**src/rtl/mux8_arbiter_pkg.sv**
```systemverilog
// mux8_arbiter_pkg: shared constants and helpers for the 8-requester round-robin mux arbiter.
`default_nettype none

package mux8_arbiter_pkg;

  localparam logic ST_IDLE = 1'b0;
  localparam logic ST_OWN  = 1'b1;

  localparam int N_REQ = 8;
  localparam int SEL_W = 3;

  function automatic logic [N_REQ-1:0] onehot8(input logic [SEL_W-1:0] idx);
    logic [N_REQ-1:0] v;
    v      = '0;
    v[idx] = 1'b1;
    return v;
  endfunction

endpackage

`default_nettype wire

```
**src/rtl/mux8_arbiter_rr_pick8.sv**
```systemverilog
// rr_pick8: combinational round-robin search over 8 requests, starting at start_i, skipping excl_i.
`default_nettype none

module rr_pick8
  import mux8_arbiter_pkg::*;
(
  input  logic [N_REQ-1:0] req_i,
  input  logic [SEL_W-1:0] start_i,
  input  logic [N_REQ-1:0] excl_i,
  output logic             found_o,
  output logic [SEL_W-1:0] idx_o
);

  logic [N_REQ-1:0] cand;
  logic [SEL_W-1:0] pos;

  // Walk offsets from farthest to nearest so the nearest hit overwrites the others.
  always_comb begin
    cand    = req_i & ~excl_i;
    found_o = 1'b0;
    idx_o   = start_i;
    pos     = start_i;
    for (int k = N_REQ - 1; k >= 0; k--) begin
      pos = start_i + SEL_W'(k);
      if (cand[pos]) begin
        found_o = 1'b1;
        idx_o   = pos;
      end
    end
  end

endmodule

`default_nettype wire

```
**src/rtl/mux8_arbiter.sv**
```systemverilog
// mux8_arbiter: round-robin owner arbiter driving the shared 8:1 mux select.
// Optional forced rotation after MAX_HOLD owned cycles: define MUX8_ARB_TIMEOUT_EN.
`default_nettype none

module mux8_arbiter
  import mux8_arbiter_pkg::*;
#(
  parameter int unsigned MAX_HOLD = 15,
  parameter int unsigned HOLD_W   = 8
) (
  input  logic             clk,
  input  logic             rst_n,
  input  logic [N_REQ-1:0] req,
  output logic [N_REQ-1:0] gnt,
  output logic [SEL_W-1:0] sel,
  output logic             busy,
  output logic             rot_pulse
);

  logic             state_q, state_d;
  logic [SEL_W-1:0] ptr_q, ptr_d;
  logic [N_REQ-1:0] gnt_q, gnt_d;
  logic [SEL_W-1:0] sel_q, sel_d;
  logic             busy_q, busy_d;
  logic             rot_q, rot_d;

  logic             own_req;
  logic             force_off;
  logic             rearb;
  logic             new_grant;
  logic [SEL_W-1:0] pick_start;
  logic [N_REQ-1:0] pick_excl;
  logic             pick_found;
  logic [SEL_W-1:0] pick_idx;

  // While owning, sel_q is the owner index, so the search and exclusion derive from it.
  assign own_req    = req[sel_q];
  assign pick_start = (state_q == ST_OWN) ? sel_q + 3'd1 : ptr_q;
  assign pick_excl  = (state_q == ST_OWN) ? onehot8(sel_q) : '0;

  rr_pick8 u_pick (
    .req_i   (req),
    .start_i (pick_start),
    .excl_i  (pick_excl),
    .found_o (pick_found),
    .idx_o   (pick_idx)
  );

`ifdef MUX8_ARB_TIMEOUT_EN
  logic [HOLD_W-1:0] hold_q, hold_d;

  // pick_found here already means some requester other than the owner is pending.
  assign force_off = (state_q == ST_OWN) && own_req &&
                     (hold_q == HOLD_W'(MAX_HOLD)) && pick_found;

  always_comb begin
    hold_d = hold_q;
    if (new_grant || (state_d == ST_IDLE)) begin
      hold_d = '0;
    end else if (hold_q != HOLD_W'(MAX_HOLD)) begin
      hold_d = hold_q + 1'b1;
    end
  end

  always_ff @(posedge clk or negedge rst_n) begin
    if (!rst_n) begin
      hold_q <= '0;
    end else begin
      hold_q <= hold_d;
    end
  end
`else
  logic [HOLD_W-1:0] unused_hold_cfg;
  assign unused_hold_cfg = HOLD_W'(MAX_HOLD);
  assign force_off       = 1'b0;
`endif

  always_ff @(posedge clk or negedge rst_n) begin
    if (!rst_n) begin
      state_q <= ST_IDLE;
      ptr_q   <= '0;
      gnt_q   <= '0;
      sel_q   <= '0;
      busy_q  <= 1'b0;
      rot_q   <= 1'b0;
    end else begin
      state_q <= state_d;
      ptr_q   <= ptr_d;
      gnt_q   <= gnt_d;
      sel_q   <= sel_d;
      busy_q  <= busy_d;
      rot_q   <= rot_d;
    end
  end

  always_comb begin
    state_d = state_q;
    ptr_d   = ptr_q;
    rearb   = 1'b0;
    case (state_q)
      ST_IDLE: begin
        if (pick_found) begin
          state_d = ST_OWN;
        end
      end
      default: begin
        rearb = !own_req || force_off;
        if (rearb) begin
          ptr_d = sel_q + 3'd1;
          if (!pick_found) begin
            state_d = ST_IDLE;
          end
        end
      end
    endcase
  end

  assign new_grant = ((state_q == ST_IDLE) || rearb) && pick_found;

  always_comb begin
    gnt_d  = gnt_q;
    sel_d  = sel_q;
    busy_d = busy_q;
    rot_d  = 1'b0;
    if (state_d == ST_IDLE) begin
      gnt_d  = '0;
      busy_d = 1'b0;
    end else if (new_grant) begin
      gnt_d  = onehot8(pick_idx);
      sel_d  = pick_idx;
      busy_d = 1'b1;
      rot_d  = (state_q == ST_OWN);
    end
  end

  assign gnt       = gnt_q;
  assign sel       = sel_q;
  assign busy      = busy_q;
  assign rot_pulse = rot_q;

endmodule

`default_nettype wire

```
**config.mk**
```make
export PLATFORM = sky130hd
export DESIGN_NAME = mux8_arbiter
export DESIGN_NICKNAME = d
export VERILOG_FILES = /design/src/rtl/mux8_arbiter_pkg.sv /design/src/rtl/mux8_arbiter_rr_pick8.sv /design/src/rtl/mux8_arbiter.sv
export SDC_FILE = /design/constraint.sdc
export NUM_CORES = 1
export LEC_CHECK = 0
export ABC_CLOCK_PERIOD_IN_PS = 4500
export BUFFER_PORTS_ARGS = -buffer_cell sky130_fd_sc_hd__buf_2
export CAP_MARGIN = 30
export CORE_ASPECT_RATIO = 0.6
export CORE_MARGIN = 2
export CORE_UTILIZATION = 58
export DETAILED_ROUTE_END_ITERATION = 12
export PLACE_DENSITY = 0.82
export SETUP_SLACK_MARGIN = 0.05
export SLEW_MARGIN = 30
export SYNTH_ARGS = -nofsm -noshare
export SYNTH_HDL_FRONTEND = slang
export SYNTH_SLANG_ARGS = --single-unit
```
**constraint.sdc**
```tcl
create_clock -name clk -period 4.5 [get_ports clk]
set_input_delay 0.225 -clock clk [delete_from_list [all_inputs] [get_ports clk]]
set_output_delay 0.225 -clock clk [all_outputs]
set_load 0.005 [all_outputs]
```
==> results_dict.tcl, run 1 <==
set metrics [dict create \
    grt_overflow 0 \
    hpwl_um 3640 \
    critPathKind "reg2reg" \
    worst_pin_slew_ps 701 \
    min_period_ps 4090 \
    arrival_ps 4240 \
    cp_max_fo 14 \
    cts-root-buf "clkbuf_8" \
    grtUsageTotal 0.307 \
    clock-sinks 17 \
    yosys_most_used_dff "dfrtp_1" \
    synthArstFlopShare 1.00 \
    grt_max_degree 18 \
    port_buffers 22 \
    maxSlewHeadroom 0.532 \
    endpoint_kind "register" \
    syn_area_per_cell_sq_um 9.01 \
    dieArea_sq_um 3330 \
    drc 0 \
    via_count 1606 \
    synth_nets 198 \
    clk_path_buf_depth 2 \
    cts_tree "done" \
    hold_violations 0 \
    critPathLaunchType "register" \
    fp.coreArea_sq_um 2800 \
    pre_cts_slack_ps 483 \
    dieWidth_um 73.2 \
    start_util 0.596 \
    status "completed" \
    hold_class "in2async" \
    cpMaxStageDelayCell "mux4_2" \
    io_pins 23 \
    max_stage_delay_ps 570 \
    worstPathCellList "ha_1, mux2_4, inv_4, ha_1, inv_1, mux4_2, nand2b_1, o2111a_1, nor4bb_1, or2_1, or2_1, o31ai_1" \
    syn_to_final_growth_pct 10.1 \
    rows 15 \
    setup_ws_ps 408 \
    path_clk_slew_ps 70 \
    placed_cell_area_sq_um 1780 \
    htreeDepth 1 \
    finalInstanceArea_sq_um 1840 \
    drive_above_1_share 0.244 \
    nets 219 \
    insertedDiodeCount 0 \
    ant_nets 0 \
    rsz0062_at_grt "false" \
    avgRoutedWirePerCell_um 19.5 \
    ys_ff_latch 17 \
    fin_crit_sh 0.909 \
    drt_iter0_drc 210 \
    first_pass_iters 5 \
    setup_viol 0 \
    grt_pass1_vias 1540 \
    gp_congestion 0.938 \
    synth_edf_count 0 \
    slew_viol_final 0 \
    yosysSeqAreaShare 0.255 \
    yosysUniqueCellTypes 58 \
    tns_ps 0 \
    syn_inst 185 \
    max_freq_mhz 244 \
    viasPerCell 6.72 \
    insertion_delay_ps 250 \
    ctsResizeCount 0 \
    wirelength_um 4660 \
    die_h_um 45.5 \
    synth_warnings 0 \
    crit_family "simple AND/OR/NAND/NOR gates" \
    whs_ps 440 \
    maxCapViolCount 0 \
    antenna_found_initial 0 \
    critPathBufInv 2 \
    cts_made_buffers 3 \
    netlist_area_sq_um 1670 \
    required_ps 4640 \
    grt_first_pass_wirelength_um 7620 \
    skew_ps 2.13 \
]
-- cell type report --
| type | count | area, sq um |
|---|---|---|
| Clock buffer | 4 | 45.0 |
| Tap cell | 34 | 42.5 |
| Multi-Input combinational cell | 152 | 1150 |
| Sequential cell | 17 | 425 |
| Timing Repair Buffer | 26 | 143 |
| Inverter | 6 | 25.0 |
| Fill cell | 219 | 961 |
-- kinds of logic (layout without fill, tap and decap cells) --
logic type | after synthesis | after routing | share of synthesized area
simple gates | 64 | 64 | 0.209
mux | 17 | 17 | 0.138
fa+ha+maj | 3 | 3 | 0.0225
compound gates | 59 | 59 | 0.276
flops | 17 | 17 | 0.255
xor+xnor | 9 | 9 | 0.0473
buf+inv | 16 | 36 | 0.0518
-- layout by cell type (no fill, tap or decap), types with 5 or more instances in the layout --
| cell type | count |
|---|---|
| nor2_1 | 5 |
| nand2b_1 | 10 |
| buf_2 | 22 |
| dfrtp_1 | 17 |
| nand3_1 | 7 |
| o21ai_0 | 13 |
| xnor2_1 | 5 |
| o31ai_1 | 5 |
| a32o_1 | 5 |
| nand2_1 | 21 |
| mux2i_1 | 8 |
-- flip-flops by register name, summed over array words and instances (netlist names) --
signal / count
busy: 1
gnt: 8
ptr_q: 3
rot_pulse: 1
sel: 3
state_q: 1
-- what timing repair did --
action	4_1_cts	5_1_grt
buffers inserted	0	0
hold endpoints to repair	17	0
hold buffers	1	0
-- worst register-to-register path: cells and delay by family (launching register included) --
kind | cells | cell delay [ps]
compound gates | 2 | 450
fa+ha+maj | 2 | 780
buf+inv | 2 | 330
flops | 1 | 500
mux | 2 | 940
simple gates | 4 | 1010
-- worst paths after layout --
check	startpoint	end	slack (ps)	depth (start not counted)
max in group asynchronous	rst_n	gnt[2]$_DFFE_PN0P_	3770	2
hold reg to reg	gnt[5]$_DFFE_PN0P_	gnt[5]$_DFFE_PN0P_	470	2
setup / recovery	sel[0]$_DFFE_PN0P_	gnt[7]$_DFFE_PN0P_	410	12
setup reg to reg	sel[0]$_DFFE_PN0P_	gnt[7]$_DFFE_PN0P_	410	12
hold / removal	rst_n	state_q$_DFF_PN0_	440	2
min in group clk	gnt[5]$_DFFE_PN0P_	gnt[5]$_DFFE_PN0P_	470	2
-- per-stage QoR --
step,std cells,util
finish,239,0.656
global route,239,0.656
CTS,239,0.656
detailed placement,234,0.637
global placement,234,0.637
floorplan,185,-
-- routing by layer --
layer	global-route usage	up-vias	wire length (um)
li1	-	749	-
met1	0.418	741	2120
met2	0.470	106	1990
met3	0.108	10	497
met4	0.0741	0	53
met5	0	-	0
-- cells in the mapped netlist, types with 2 or more instances --
library cell | instances | share of area
a211oi_1 | 3 | 0.014
a21oi_1 | 3 | 0.0090
a32o_1 | 5 | 0.030
a32oi_1 | 2 | 0.011
and3_1 | 2 | 0.0075
buf_2 | 4 | 0.012
buf_4 | 3 | 0.014
clkbuf_1 | 2 | 0.0045
dfrtp_1 | 17 | 0.26
ha_1 | 3 | 0.023
inv_1 | 4 | 0.0090
mux2_2 | 4 | 0.027
mux2i_1 | 8 | 0.048
mux4_2 | 4 | 0.054
nand2_1 | 21 | 0.047
nand2b_1 | 10 | 0.038
nand3_1 | 7 | 0.021
nor2_1 | 5 | 0.011
nor2b_1 | 4 | 0.015
nor4_1 | 3 | 0.011
o2111ai_1 | 4 | 0.021
o211ai_1 | 4 | 0.018
o21ai_0 | 13 | 0.039
o21ai_1 | 2 | 0.0060
o31ai_1 | 5 | 0.023
or2_1 | 2 | 0.0075
or2_2 | 3 | 0.011
xnor2_1 | 5 | 0.026
xor2_1 | 4 | 0.021
Power of run 1 is not shown: default switching activity piles up to over one toggle a cycle in this logic, so the estimate is an artifact.
==> inputs of run 2 (changes only) <==
- ABC_AREA: not set -> 1
==> results_dict.tcl, run 2 <==
set metrics [dict create \
    clock-sinks 17 \
    final_common_cell "nand2_1" \
    syn_to_final_growth_pct 10.7 \
    met1_length_um 2230 \
    syn_area_per_cell_sq_um 6.48 \
    synth.most_common_cell "nand2_1" \
    dieArea_sq_um 3440 \
    yosysUniqueCellTypes 30 \
    yosys_most_used_dff "dfrtp_1" \
    start_util 0.604 \
    grtUsageTotal 0.294 \
    io_pins 23 \
    wl_met3_um 416 \
    critPathLaunchType "register" \
    highest_layer "met4" \
    cp_max_fo 11 \
    ant_nets 0 \
    fin_crit_sh 0.719 \
    maxCapViolCount 0 \
    hpwl_um 3570 \
    viasPerCell 5.36 \
    grt_pass1_vias 1575 \
    synthArstFlopShare 1.00 \
    max_stage_delay_ps 590 \
    met2_length_um 1890 \
    first_pass_iters 5 \
    tns_ps 0 \
    insertedDiodeCount 0 \
    grt_overflow 0 \
    endpoint_kind "register" \
    fillCellCount 267 \
    die_h_um 46.2 \
    min_period_ps 3240 \
    htreeDepth 1 \
    hold_class "in2async" \
    critPathKind "reg2reg" \
    grt_first_pass_wirelength_um 7530 \
    setup_viol 0 \
    fp.coreArea_sq_um 2850 \
    maxSlewHeadroom 0.502 \
    cts-root-buf "clkbuf_8" \
    status "completed" \
    cts_tree "done" \
    required_ps 4650 \
    synth_edf_count 0 \
    rsz0062_at_grt "false" \
    antenna_found_initial 0 \
    crit_top_cell "nand2_1" \
    rows 15 \
    cpMaxStageDelayCell "dfrtp_1" \
    dieWidth_um 74.4 \
    synth_top_area_cell "dfrtp_1" \
    worst_pin_slew_ps 747 \
    grt_max_degree 18 \
    ys_ff_latch 17 \
    worstPathCellList "ha_1, nand2_4, o21a_2, ha_1, inv_1, nand3_1, nand3_1, nand2_1, nor2_1, nand2_1, nand2_1, nand2_1, nand3_1, nand2_1, nand2_1, nand2_1, nand2_2, nor2_2, nand2_1, nand2_1" \
    max_freq_mhz 309 \
    slew_viol_final 0 \
    insertion_delay_ps 260 \
    synth_nets 279 \
    path_clk_slew_ps 70 \
    cts_made_buffers 3 \
    most-common-layout-cells "nand2_1 (92), nand3_1 (44), inv_1 (23)" \
    clk_path_buf_depth 2 \
    netlist_area_sq_um 1720 \
    avgRoutedWirePerCell_um 13.8 \
    wirelength_um 4550 \
    synth_common_cells "nand2_1 (92), nand3_1 (44), inv_1 (23), dfrtp_1 (17), nor2_1 (16)" \
    synth.top_cell.area_share 0.247 \
    yosysSeqAreaShare 0.247 \
    gp_congestion 0.993 \
    synthTopCellsByArea "dfrtp_1 (25%), nand2_1 (20%), nand3_1 (13%), nand2_2 (5.4%), inv_1 (5.0%)" \
    port_buffers 22 \
    r2r_cells 20 \
    drive_above_1_share 0.239 \
    syn_inst 266 \
    drc 0 \
    via_count 1774 \
    arrival_ps 3380 \
    largest_reg_flops 8 \
    hold_violations 0 \
    synth_warnings 0 \
    skew_ps 4.04 \
    drt_iter0_drc 164 \
    nets 303 \
]
run 2: worst max-delay path, delay by kind of cell, from the launching register on:
family	cells	cell delay, ps
buffers and inverters	1	180
AOI/OAI and AO/OA	1	300
DFF	1	590
and+or+nand+nor	16	1320
adders and majority gates	2	720
run 2: timing repair:
item	CTS	global route
resized for setup	0	0
setup buffers	0	0
hold endpoints to repair	17	0
hold buffers	1	0
run 2: final timing paths:
path / from / end / slack [ps]
worst max-delay path: sel[0]$_DFFE_PN0P_ / gnt[7]$_DFFE_PN0P_ / 1260
worst min-delay path: rst_n / gnt[5]$_DFFE_PN0P_ / 410
worst max register to register: sel[0]$_DFFE_PN0P_ / gnt[7]$_DFFE_PN0P_ / 1260
worst min register to register: gnt[1]$_DFFE_PN0P_ / gnt[1]$_DFFE_PN0P_ / 480
max in group asynchronous: rst_n / state_q$_DFF_PN0_ / 3830
min in group clk: gnt[1]$_DFFE_PN0P_ / gnt[1]$_DFFE_PN0P_ / 480
run 2: cell families after synthesis:
logic type,share of synthesized area
simple gates,0.540
buf+inv,0.0922
compound gates,0.0994
flops,0.247
fa+ha+maj,0.0218
run 2: area by class of cell:
type	count	area, sq um	area share
clock buffers	4	45.0	0.0236
inverters	32	125	0.0656
well taps	42	52.6	0.0275
multi-input cells	213	1140	0.597
repair buffers	23	120	0.0630
flip-flops and latches	17	425	0.223
run 2: per-stage QoR:
step	instances	worst slack (ps)	utilization	hold slack [ps]	area, sq um
final	331	1260	0.669	407	1910
after floorplan	266	1710	-	-70.6	1720
after global placement	326	1350	0.650	158	1850
after global routing	331	934	0.669	448	1910
after CTS	331	1300	0.669	418	1910
after detailed placement	326	1330	0.650	162	1850
run 2: routing by layer:
metal | track usage | vias to the layer above
li1 | - | 903
met1 | 0.456 | 786
met3 | 0.0591 | 2
met5 | 0 | -
met2 | 0.428 | 83
met4 | 0.0393 | 0
Power of run 2 is left out for the same reason.
